$ cat src/rtl/cic_interp32.sv
// cic_interp32: three-stage CIC interpolation filter, R = 2**LOG2R.
// The comb section runs at the low rate (one update per o_ready strobe), a
// zero-stuffer inserts R-1 zeros between comb outputs, and the integrator
// section runs on every edge of i_clk_high. Arithmetic is W-bit two's
// complement with wrap-around; W is full precision for gain R^2.
// Optional build macro CIC_INTERP_ROUND_EN: output is rounded half up with
// positive saturation instead of truncated, through one extra output register.
module cic_interp32 #(
    parameter int IN_W  = 10,
    parameter int OUT_W = 12,
    parameter int LOG2R = 5
) (
    input  logic                    i_clk_high,
    input  logic                    i_reset,
    input  logic signed [IN_W-1:0]  i_signal,
    input  logic                    i_valid,
    output logic                    o_ready,
    output logic signed [OUT_W-1:0] o_signal,
    output logic                    o_underrun
);

    localparam int W  = IN_W + 2 * LOG2R;
    localparam int SH = W - OUT_W;
    localparam logic [LOG2R-1:0] CNT_LAST = '1;

    // rate divider and handshake state
    logic [LOG2R-1:0]    cnt_q, cnt_d;
    logic                s_q, s_d;
    logic                underrun_q, underrun_d;
    logic                strobe;

    // comb section (low rate)
    logic signed [W-1:0] x_q, x_d;
    logic signed [W-1:0] xd_q, xd_d;
    logic signed [W-1:0] c1_q, c1_d;
    logic signed [W-1:0] c1d_q, c1d_d;
    logic signed [W-1:0] c2_q, c2_d;
    logic signed [W-1:0] c2d_q, c2d_d;
    logic signed [W-1:0] c3_q, c3_d;

    // zero-stuffed sample and integrator section (high rate)
    logic signed [W-1:0] u_q, u_d;
    logic signed [W-1:0] i1_q, i1_d;
    logic signed [W-1:0] i2_q, i2_d;
    logic signed [W-1:0] i3_q, i3_d;

`ifdef CIC_INTERP_ROUND_EN
    localparam logic signed [W-1:0] HALF = {{(W-1){1'b0}}, 1'b1} << (SH - 1);

    logic signed [OUT_W-1:0] out_q, out_d;

    // Round half up; a positive carry into the sign bit saturates to the max code.
    function automatic logic signed [OUT_W-1:0] round_sat(input logic signed [W-1:0] v);
        logic signed [W-1:0] sum;
        sum = v + HALF;
        if (!v[W-1] && sum[W-1]) begin
            round_sat = {1'b0, {(OUT_W-1){1'b1}}};
        end else begin
            round_sat = sum[W-1 -: OUT_W];
        end
    endfunction
`else
    // Keep the top OUT_W bits (floor toward minus infinity).
    function automatic logic signed [OUT_W-1:0] trunc_out(input logic signed [W-1:0] v);
        trunc_out = v[W-1 -: OUT_W];
    endfunction
`endif

    assign strobe     = (cnt_q == CNT_LAST);
    assign o_ready    = strobe;
    assign o_underrun = underrun_q;

`ifdef CIC_INTERP_ROUND_EN
    assign o_signal = out_q;
`else
    assign o_signal = trunc_out(i3_q);
`endif

    // Next-state: divider, strobe-gated capture and comb, stuffer, integrators.
    always_comb begin
        cnt_d      = cnt_q + 1'b1;
        s_d        = strobe;
        underrun_d = underrun_q;
        x_d        = x_q;
        xd_d       = xd_q;
        c1_d       = c1_q;
        c1d_d      = c1d_q;
        c2_d       = c2_q;
        c2d_d      = c2d_q;
        c3_d       = c3_q;

        if (strobe) begin
            if (i_valid) begin
                x_d = {{(W-IN_W){i_signal[IN_W-1]}}, i_signal};
            end else begin
                x_d        = '0;
                underrun_d = 1'b1;
            end
            xd_d  = x_q;
            c1_d  = x_q - xd_q;
            c1d_d = c1_q;
            c2_d  = c1_q - c1d_q;
            c2d_d = c2_q;
            c3_d  = c2_q - c2d_q;
        end

        u_d  = s_q ? c3_q : '0;
        i1_d = i1_q + u_q;
        i2_d = i2_q + i1_q;
        i3_d = i3_q + i2_q;
`ifdef CIC_INTERP_ROUND_EN
        out_d = round_sat(i3_q);
`endif
    end

    // State registers; reset discards all filter state immediately.
    always_ff @(posedge i_clk_high or posedge i_reset) begin
        if (i_reset) begin
            cnt_q      <= '0;
            s_q        <= 1'b0;
            underrun_q <= 1'b0;
            x_q        <= '0;
            xd_q       <= '0;
            c1_q       <= '0;
            c1d_q      <= '0;
            c2_q       <= '0;
            c2d_q      <= '0;
            c3_q       <= '0;
            u_q        <= '0;
            i1_q       <= '0;
            i2_q       <= '0;
            i3_q       <= '0;
`ifdef CIC_INTERP_ROUND_EN
            out_q      <= '0;
`endif
        end else begin
            cnt_q      <= cnt_d;
            s_q        <= s_d;
            underrun_q <= underrun_d;
            x_q        <= x_d;
            xd_q       <= xd_d;
            c1_q       <= c1_d;
            c1d_q      <= c1d_d;
            c2_q       <= c2_d;
            c2d_q      <= c2d_d;
            c3_q       <= c3_d;
            u_q        <= u_d;
            i1_q       <= i1_d;
            i2_q       <= i2_d;
            i3_q       <= i3_d;
`ifdef CIC_INTERP_ROUND_EN
            out_q      <= out_d;
`endif
        end
    end

endmodule

$ cat config.mk
export PLATFORM = sky130hd
export DESIGN_NAME = cic_interp32
export DESIGN_NICKNAME = d
export VERILOG_FILES = /design/src/rtl/cic_interp32.sv
export SDC_FILE = /design/constraint.sdc
export NUM_CORES = 1
export LEC_CHECK = 0
export CORE_MARGIN = 2
export CORE_UTILIZATION = 35
export DETAILED_ROUTE_END_ITERATION = 16
export GPL_TIMING_DRIVEN = 0
export PLACE_DENSITY = 0.58
export SLEW_MARGIN = 20
export SYNTH_ARGS = -nofsm -noshare
export SYNTH_HDL_FRONTEND = slang
export SYNTH_SLANG_ARGS = --single-unit
$ cat constraint.sdc
create_clock -name i_clk_high -period 8 [get_ports i_clk_high]
set_input_delay 1.6 -clock i_clk_high [delete_from_list [all_inputs] [get_ports i_clk_high]]
set_output_delay 1.6 -clock i_clk_high [all_outputs]
set_load 0.01 [all_outputs]
==> summary.txt, run 1 <==
Cells and area
  – Nets: 1325
  – Diodes inserted: 0
  – Share of cells above drive strength 1: under 10%
  – Design area: 0.0132 sq mm
  – Syn-to-layout area delta: 13.6%

Synthesis
  – Yosys reg bits: slightly above 200
  – Synthesized net count: approximately 1300
  – Mapped Avg Cell Area: 10.1 sq um
  – Combinational family with the most area after synthesis: compound AO/OA/AOI/OAI gates
  – Asr flop ratio synth: 100%
  – Simple-gate area share of the yosys netlist: 11.3%
  – Syn Inst Count: approximately 1100
  – Post-Synth XOR/XNOR Area: under 10%
  – Post-synthesis compound-gate area fraction: roughly 17%
  – Synth Area in Adders: 12.6%
  – Unique masters post-synth: 65
  – Yosys warnings: 0
  – Sequential area share after synthesis: 44.7%
  – Most used DFF post-synth: dfrtp_1
  – Mux contribution to synthesized area: 3.41%
  – Number of synthesized flops with an enable pin: 0
  – Mapped cell area: 0.0116 sq mm

Die
  – Die ar.: 0.0346 sq mm
  – DIE HEIGHT: 186 um
  – Total core area: between 0.03 and 0.04 sq mm
  – Chip width: 186 um
  – # rows: 66
  – IO Pins: 27
  – Initial Utilization: 35.6%

Clock tree
  – Post_cts resized: 0
  – CTS Hold Bufs: 0
  – Clk sinks: 207
  – Max clock buf depth: 3
  – Post CTS Setup Buffer Count: 0
  – CTS clk-pin slew, worst paths: 0.06 ns
  – Clock root buffer: clkbuf_16
  – H-Tree Depth: 1
  – Cts bufs inserted: 22
  – Worst-Skew Late Latency: 0.50 ns
  – TritonCTS clock tree: yes

Timing
  – Fin crit period: 3.63 ns
  – Final Hold Vio Count: 0
  – Count of final setup violators: 0
  – TNS Setup: 0 ns
  – Clk_skew: 0.00751 ns
  – Slew @ Worst Pin: 0.830 ns
  – Max Clock Freq: 276 MHz
  – RSZ-0062 raised after global routing: false
  – Slew Limit Fails: 0
  – Slew headroom: about 45%
  – Tcrit/Tclk final: 45.3%

Critical path
  – Crit start category: flip-flop
  – CP Capture Type: output port
  – Crit path DAT: 2.03 ns
  – Setup crit start: cnt_q[0]
  – Crit-path max FO: 3
  – Worst-case reg-to-reg path depth: 7
  – Critical Path RT: roughly 6.4 ns
  – WS Path Type: reg2out
  – Worst r2r src: cnt_q[0]

Global routing
  – Grt total ovfl: 0
  – First-pass GRT wire length: 37.9 mm
  – Initial antenna violation count: 0
  – Pin count of the biggest net entering global routing: ~110
  – Number of global-route vias before repair: between 8000 and 9000
  – GRT Overall Usage: 13.2%

Route
  – Wirelength per Cell: 13.1 um
  – Vias/cell: 4.82
  – Drt initial violations: between 300 and 400
  – Via count: 7985
  – DR DRC count: 0
  – Detail Route Antenna Nets: 0
  – Final WL: 21.7 mm
  – TritonRoute pass-1 iters: 5

Min path
  – Hold_sp: cnt_q[0]
  – Hold WC Path Type: reg2reg
  – Worst hold path depth: 1

Run
  – Max Cap Viol: 0

Power
  – Leak pwr: 6.55 nW
  – Peak supply drop: 0.000138 V
  – Power per cell area: 162 mW/mm^2

Status
  – Status: completed

Place
  – # port buffers: 26
  – DP Area: 0.0124 sq mm
  – Dpl hpwl: 15.9 mm
  – RD Place Congestion: 0.857
## metrics by stage
step | setup WS [ns] | power (W) | util, % | std cells | hold WS (ns)
floorplan | 0.748 | 0.00110 | - | 1148 | 0.421
global placement | -1.99 | 0.00112 | 38.1 | 1616 | 0.438
detailed placement | 4.75 | 0.00112 | 38.2 | 1617 | 0.446
CTS | 4.33 | 0.00217 | 40.4 | 1657 | 0.455
global route | 4.25 | 0.00221 | 40.4 | 1657 | 0.493
finish | 4.37 | 0.00213 | 40.4 | 1657 | 0.450
## layer usage
metal	vias to the layer above	global-route usage, %	share of wire [%]
met4	0	3.28	2.4
li1	4127	-	-
met1	3728	17.1	48
met5	-	0	0
met3	38	1.90	2.9
met2	92	23.3	47
## cells in the mapped netlist, drive strengths merged, types with 7 or more instances
cell,number,area (sq um)
inv,79,297
nand4,9,56.3
mux2,33,375
ha,107,1340
o31ai,9,77.6
dfrtp,207,5180
nor3,25,125
and3,8,50.1
nor2,73,274
a22o,8,70.1
a21oi,77,393
o21ai,98,494
and2,25,156
xnor2,60,526
nor2b,12,75.1
a21o,35,263
o41ai,8,85.1
clkbuf,21,78.8
nand2b,10,62.6
o21a,12,90.1
nand2,97,364
xor2,30,263
buf,18,113
a31oi,7,50.1
nand3,9,45.0
## registers in the layout (all words and copies together) (netlist names)
register / flops
i3_q: 20
i2_q: 20
c3_q: 20
xd_q: 10
u_q: 20
c2d_q: 20
o_underrun: 1
s_q: 1
cnt_q: 5
c2_q: 20
c1_q: 20
i1_q: 20
c1d_q: 20
x_q: 10
## power breakdown
part | switching [W] | internal [W]
logic | 0.0000333 | 0.0000161
clock network | 0.000403 | 0.000622
registers | 0.00000215 | 0.00105
total | 0.000438 | 0.00169
## layout by cell type (no fill, tap or decap), types with 4 or more instances in the layout
master / count
o31ai_1: 7
xnor2_1: 60
nor3_1: 25
nand2_1: 97
mux2_2: 32
nor2b_1: 12
and3_1: 8
a31oi_1: 6
a21oi_1: 75
o21ai_1: 7
dfrtp_1: 207
o21bai_1: 4
clkbuf_1: 31
and2_1: 25
o41ai_1: 6
nand2b_1: 10
xor2_1: 30
nand3_1: 9
a41oi_1: 4
o211ai_1: 4
o21a_1: 12
o21ai_0: 90
nor2_1: 73
ha_1: 107
a22o_1: 8
clkbuf_16: 23
buf_4: 12
clkdlybuf4s50_1: 26
fa_1: 6
a21o_1: 35
inv_1: 78
buf_1: 6
nand4_1: 9
a211oi_1: 6
## worst max-delay path, cell delays in order (launching register included)
cell	delay [ns]
dfrtp_1	0.39
ha_1	0.22
and3_1	0.20
ha_1	0.22
clkdlybuf4s50_1	0.49
## cell type report
class	instances	area (sq um)
fill	3241	19400
multi-input combinational	823	5910
sequential	207	5180
clock buffer	36	654
tap	442	553
inverter	79	304
timing repair buffer	27	288
buffer	39	191
clock inverter	4	70.1
## cells by family after synthesis
| logic type | count (synthesis) |
|---|---|
| muxes | 35 |
| adders and majority gates | 113 |
| xor gates and xnor gates | 90 |
| and+or+nand+nor | 282 |
| buffers and inverters | 118 |
| DFF | 207 |
| AOI/OAI and AO/OA | 303 |
## worst paths after layout
check,to,slack [ns]
hold reg to reg,cnt_q[0],0.45
setup reg to reg,c3_q[2],4.82
setup / recovery,o_ready,4.37
hold / removal,cnt_q[0],0.45
min in group asynchronous,i1_q[0],1.63
max in group asynchronous,c1d_q[16],5.40
Note: power is estimated with default switching activity, not from simulation.
==> run 2: changes to the inputs <==
==> constraint.sdc (replaced) <==
create_clock -name i_clk_high -period 3.7 [get_ports i_clk_high]
set_input_delay 0.74 -clock i_clk_high [delete_from_list [all_inputs] [get_ports i_clk_high]]
set_output_delay 0.74 -clock i_clk_high [all_outputs]
set_load 0.01 [all_outputs]
==> run 2 against run 1 <==
Cell count grew 0.60%. Cell area up 2.3%. Hold slack worse by 0.0072 ns. First-iteration DRC count fell by 3.3%. Via count is essentially flat. Combinational power is 150% higher. Sequential power increased by 120%. Critical path type is now reg2reg.
==> summary.txt, run 2 (synthesis results as in run 1) <==
Status
  – Status: completed (unchanged)

Route
  – Final WL: 21.8 mm (was 21.7 mm)
  – Detail Route Antenna Nets: 0 (unchanged)
  – Via count: 7990 (was 7985)
  – Drt initial violations: 357 (was 369)
  – TritonRoute pass-1 iters: 4 (was 5)
  – Vias/cell: 4.79 (was 4.82)
  – Wirelength per Cell: 13.1 um (about the same)
  – DR DRC count: 0 (unchanged)

Die
  – DIE HEIGHT: 186 um (unchanged)
  – # rows: 66 (unchanged)
  – IO Pins: 27 (unchanged)
  – Die ar.: 0.0346 sq mm (unchanged)
  – Total core area: 0.0325 sq mm (unchanged)
  – Initial Utilization: 35.6% (unchanged)
  – Chip width: 186 um (unchanged)

Critical path
  – Crit path DAT: 3.56 ns (was 2.03 ns)
  – Crit start category: flip-flop (unchanged)
  – Cells along the critical path: ha_1 -> and3_1 -> ha_1 -> clkbuf_1 -> clkbuf_1 -> buf_1 -> mux2_2 (was ha_1 -> and3_1 -> ha_1 -> clkdlybuf4s50_1)
  – Crit path max-delay cell type: buf_1 (was clkdlybuf4s50_1)
  – Critical Path RT: 4.08 ns (was 6.40 ns)
  – CP Capture Type: flip-flop (was output port)
  – WS Path Type: reg2reg (was reg2out)
  – Crit-path max FO: 10 (was 3)
  – Worst path max stage delay: 0.76 ns (was 0.49 ns)

Clock tree
  – CTS clk-pin slew, worst paths: 0.06 ns (about the same)
  – Post_cts resized: 0 (unchanged)
  – Post CTS Setup Buffer Count: 0 (unchanged)
  – Clock root buffer: clkbuf_16 (unchanged)
  – H-Tree Depth: 1 (unchanged)
  – Worst-Skew Late Latency: 0.51 ns (was 0.50 ns)
  – CTS Hold Bufs: 0 (unchanged)
  – Clk sinks: 207 (unchanged)
  – Cts bufs inserted: 24 (was 22)
  – Max clock buf depth: 3 (unchanged)
  – TritonCTS clock tree: yes (unchanged)

Timing
  – Slew Limit Fails: 0 (unchanged)
  – Fin crit period: 3.17 ns
  – Final worst slack: 0.527 ns (was 4.37 ns)
  – Clk_skew: 0.0167 ns (was 0.00751 ns)
  – Slew headroom: 37.3% (was 44.7%)
  – Count of final setup violators: 0 (unchanged)
  – Final Hold Vio Count: 0 (unchanged)
  – Max Clock Freq: 315 MHz
  – Slew @ Worst Pin: 0.940 ns (was 0.830 ns)
  – Tcrit/Tclk final: 85.7%
  – RSZ-0062 raised after global routing: false (unchanged)
  – WHS: 0.442 ns (was 0.450 ns)

Place
  – DP Cell Count: 1623 (was 1617)
  – # port buffers: 26 (unchanged)
  – Dpl hpwl: 16.6 mm (was 15.9 mm)
  – DP Area: 0.0126 sq mm (was 0.0124 sq mm)
  – Pre-CTS WS: 0.456 ns (was 4.75 ns)
  – RD Place Congestion: 0.853 (was 0.857)

Global routing
  – Grt total ovfl: 0 (unchanged)
  – Number of global-route vias before repair: 8084 (was 8025)
  – Initial antenna violation count: 0 (unchanged)
  – Pin count of the biggest net entering global routing: 34 (was 106)
  – GRT Overall Usage: 13.5% (was 13.2%)
  – First-pass GRT wire length: 38.5 mm (was 37.9 mm)

Power
  – Peak supply drop: 0.000320 V (was 0.000138 V)
  – Leak pwr: 6.70 nW (was 6.55 nW)
  – Power per cell area: 373 mW/mm^2 (was 162 mW/mm^2)

Cells and area
  – Fillers: 3192 (was 3241)
  – Diodes inserted: 0 (unchanged)
  – Syn-to-layout area delta: 16.2% (was 13.6%)
  – Share of cells above drive strength 1: 9.14% (was 7.82%)
  – Design area: 0.0135 sq mm (was 0.0132 sq mm)
  – Post-Layout Cell Count: 1667 (was 1657)
  – Commonest non-fill, non-tap cell in the layout: dfrtp_1 (unchanged)
  – Commonest non-fill, non-tap cells in the layout: 207 x dfrtp_1, 107 x ha_1, 97 x nand2_1, 90 x o21ai_0, 78 x inv_1 (unchanged)
  – Nets: 1333 (was 1325)

Run
  – Max Cap Viol: 0 (unchanged)

Min path
  – Hold WC Path Type: reg2reg (unchanged)
## run 2: final timing paths
check                      startpoint   endpoint  slack (ns)  cells past startpoint
setup / recovery             cnt_q[0]    c3_q[2]        0.53                      7
hold / removal               cnt_q[0]   cnt_q[0]        0.44                      1
setup reg to reg             cnt_q[0]    c3_q[2]        0.53                      7
hold reg to reg              cnt_q[0]   cnt_q[0]        0.44                      1
max in group asynchronous     i_reset  c1d_q[19]        2.06                      5
min in group asynchronous     i_reset     u_q[0]        0.66                      2
## run 2: cell type report
| type | count | area (sq um) | share of cell area [%] |
|---|---|---|---|
| multi-input cells | 823 | 5910 | 43.9 |
| plain buffers | 39 | 191 | 1.42 |
| inverters | 79 | 300 | 2.23 |
| well taps | 442 | 553 | 4.11 |
| flip-flops and latches | 207 | 5180 | 38.5 |
| clock inverters | 6 | 130 | 0.967 |
| clock buffers | 38 | 774 | 5.76 |
| repair buffers | 33 | 415 | 3.09 |
## run 2: metal layers
| metal | vias up | GRT usage [%] | routed length, um |
|---|---|---|---|
| met5 | - | 0 | 0 |
| met4 | 0 | 3.06 | 448 |
| met3 | 21 | 1.96 | 518 |
| met2 | 74 | 24.2 | 10500 |
| met1 | 3740 | 17.1 | 10300 |
| li1 | 4155 | - | - |
## run 2: per-stage QoR
step / utilization (%) / power [W] / TNS, ns
after floorplan: - / 0.00239 / 0
after global placement: 38.1 / 0.00242 / -283.05
after detailed placement: 38.6 / 0.00244 / 0
after CTS: 41.4 / 0.00511 / 0
after global routing: 41.4 / 0.00521 / 0
final: 41.4 / 0.00502 / 0
## run 2: report_power, final
part / internal [W] / switching [W]
Clock: 0.00171 / 0.000918
Sequential: 0.00227 / 0.00000488
Combinational: 0.0000481 / 0.0000743
Total: 0.00402 / 0.000997
## run 2: critical path: cells and delay by family, from the launching register on
kind                       cells  cell delay, ns
and+or+nand+nor                1            0.16
DFF                            1            0.36
muxes                          1            0.42
buffers and inverters          3            1.72
adders and majority gates      2            0.38
==> run 3: changes to the inputs <==
--- a/config.mk
+++ b/config.mk
@@ -6,10 +6,10 @@
 export NUM_CORES = 1
 export LEC_CHECK = 0
 export CORE_MARGIN = 2
-export CORE_UTILIZATION = 35
+export CORE_UTILIZATION = 62
 export DETAILED_ROUTE_END_ITERATION = 16
 export GPL_TIMING_DRIVEN = 0
-export PLACE_DENSITY = 0.58
+export PLACE_DENSITY = 0.88
 export SLEW_MARGIN = 20
 export SYNTH_ARGS = -nofsm -noshare
 export SYNTH_HDL_FRONTEND = slang
==> run 3 against run 2 <==
Global-route usage is 11 points higher. Cell area fell by 3.5%. Worst setup slack better by 0.076 ns. Non-clock buffer count down 1. Count of clock-buffer cells in the layout down 2. Critical endpoint is now c3_q[6]. Sequential power barely moved. Via count up 5.6%.
==> summary.txt, run 3 (synthesis results as in run 1) <==
Clock tree
  – CTS Hold Bufs: 0 (unchanged)
  – TritonCTS clock tree: yes (unchanged)
  – H-Tree Depth: 1 (unchanged)
  – Clock root buffer: clkbuf_16 (unchanged)
  – CTS clk-pin slew, worst paths: 0.06 ns (about the same)
  – Cts bufs inserted: 23 (was 24)
  – Worst-Skew Late Latency: 0.51 ns (about the same)
  – Post CTS Setup Buffer Count: 0 (unchanged)
  – Max clock buf depth: 3 (unchanged)
  – Post_cts resized: 0 (unchanged)
  – Clk sinks: 207 (unchanged)

Timing
  – Slew Limit Fails: 0 (unchanged)
  – Count of final setup violators: 0 (unchanged)
  – Final Hold Vio Count: 0 (unchanged)
  – Final worst slack: 0.603 ns (was 0.527 ns)
  – Max Clock Freq: 323 MHz (was 315 MHz)
  – Slew headroom: 47.8% (was 37.3%)
  – Clk_skew: 0.00917 ns (was 0.0167 ns)
  – Slew @ Worst Pin: 0.783 ns (was 0.940 ns)
  – Tcrit/Tclk final: 83.7% (was 85.7%)
  – RSZ-0062 raised after global routing: false (unchanged)
  – Fin crit period: 3.10 ns (was 3.17 ns)

Route
  – Wirelength per Cell: 15.7 um (was 13.1 um)
  – Vias/cell: 5.82 (was 4.79)
  – Detail Route Antenna Nets: 0 (unchanged)
  – Final WL: 22.7 mm (was 21.8 mm)
  – TritonRoute pass-1 iters: 5 (was 4)
  – Drt initial violations: 453 (was 357)
  – DR DRC count: 0 (unchanged)
  – Via count: 8440 (was 7990)

Cells and area
  – Share of cells above drive strength 1: 8.68% (was 9.14%)
  – Nets: 1331 (was 1333)
  – Diodes inserted: 0 (unchanged)
  – Commonest non-fill, non-tap cells in the layout: 207 x dfrtp_1, 107 x ha_1, 97 x nand2_1, 90 x o21ai_0, 78 x inv_1 (unchanged)
  – Design area: 0.0130 sq mm (was 0.0135 sq mm)
  – Commonest non-fill, non-tap cell in the layout: dfrtp_1 (unchanged)
  – Syn-to-layout area delta: 12.1% (was 16.2%)

Die
  – Total core area: 0.0181 sq mm (was 0.0325 sq mm)
  – Initial Utilization: 63.8% (was 35.6%)
  – DIE HEIGHT: 141 um (was 186 um)
  – IO Pins: 27 (unchanged)
  – # rows: 49 (was 66)
  – Die ar.: 0.0198 sq mm (was 0.0346 sq mm)
  – Chip width: 141 um (was 186 um)

Critical path
  – Crit path DAT: 3.49 ns (was 3.56 ns)
  – Cells along the critical path: ha_1 -> and3_1 -> ha_1 -> clkbuf_1 -> clkbuf_1 -> buf_1 -> mux2_2 (unchanged)
  – Crit path max-delay cell type: buf_1 (unchanged)
  – Worst path max stage delay: 0.65 ns (was 0.76 ns)
  – Crit-path max FO: 10 (unchanged)
  – Crit start category: flip-flop (unchanged)
  – Critical Path RT: 4.09 ns (was 4.08 ns)
  – CP Capture Type: flip-flop (unchanged)
  – WS Path Type: reg2reg (unchanged)

Place
  – # port buffers: 26 (unchanged)
  – Pre-CTS WS: 0.635 ns (was 0.456 ns)
  – Dpl hpwl: 16.4 mm (was 16.6 mm)
  – RD Place Congestion: 0.871 (was 0.853)
  – DP Area: 0.0123 sq mm (was 0.0126 sq mm)

Global routing
  – GR peak layer: met2 (unchanged)
  – GRT Overall Usage: 24.1% (was 13.5%)
  – Grt met1 use: 28.5% (was 17.1%)
  – Pin count of the biggest net entering global routing: 36 (was 34)
  – Met3 usage: 3.63% (was 1.96%)
  – First-pass GRT wire length: 39.7 mm (was 38.5 mm)
  – Initial antenna violation count: 0 (unchanged)
  – Grt total ovfl: 0 (unchanged)
  – Number of global-route vias before repair: 8763 (was 8084)
  – Met2 usage: 44.5% (was 24.2%)

Min path
  – Hold WC Path Type: reg2reg (unchanged)

Power
  – Power per cell area: 353 mW/mm^2 (was 373 mW/mm^2)
  – Leak pwr: 6.60 nW (was 6.70 nW)
  – Peak supply drop: 0.000360 V (was 0.000320 V)

Status
  – Status: completed (unchanged)

Run
  – Max Cap Viol: 0 (unchanged)
-- run 3: critical path, delay by kind of cell, from the launching register on --
kind	cells	cell delay (ns)
adders and majority gates	2	0.38
buffers and inverters	3	1.64
DFF	1	0.37
muxes	1	0.42
and+or+nand+nor	1	0.17
-- run 3: layer usage --
metal  vias up  wire [um]
met3        64        849
met4         0        722
met5         -          0
li1       4145          -
met1      4053       9440
met2       178      11700
-- run 3: layout make-up --
type | instances | area (sq um)
tap | 229 | 287
fill | 1288 | 5160
clock inverter | 5 | 28.8
clock buffer | 36 | 704
inverter | 79 | 300
timing repair buffer | 32 | 380
buffer | 39 | 191
sequential | 207 | 5180
multi-input combinational | 823 | 5910
-- run 3: final timing paths --
kind | startpoint | end | slack [ns] | cells past startpoint
max | cnt_q[0] | c3_q[6] | 0.60 | 7
min | cnt_q[0] | cnt_q[0] | 0.45 | 1
max reg2reg | cnt_q[0] | c3_q[6] | 0.60 | 7
min reg2reg | cnt_q[0] | cnt_q[0] | 0.45 | 1
max in group asynchronous | i_reset | c1d_q[19] | 2.34 | 4
min in group asynchronous | i_reset | i1_q[0] | 0.61 | 2
-- run 3: per-stage QoR --
step	hold slack [ns]	instances	utilization, %	TNS [ns]	total power [W]
after global placement	0.434	1403	66.8	-238.96	0.00242
final	0.452	1450	71.5	0	0.00458
after CTS	0.456	1450	71.5	0	0.00464
after detailed placement	0.448	1409	67.5	0	0.00244
after floorplan	0.421	1148	-	0	0.00239
after global routing	0.476	1450	71.5	0	0.00474
-- run 3: report_power, final --
group | total (W) | internal, W | leakage, nW | switching (W)
clock network | 0.00219 | 0.00130 | 0.367 | 0.000886
registers | 0.00228 | 0.00227 | 2.85 | 0.00000473
logic | 0.000118 | 0.0000445 | 3.38 | 0.0000740
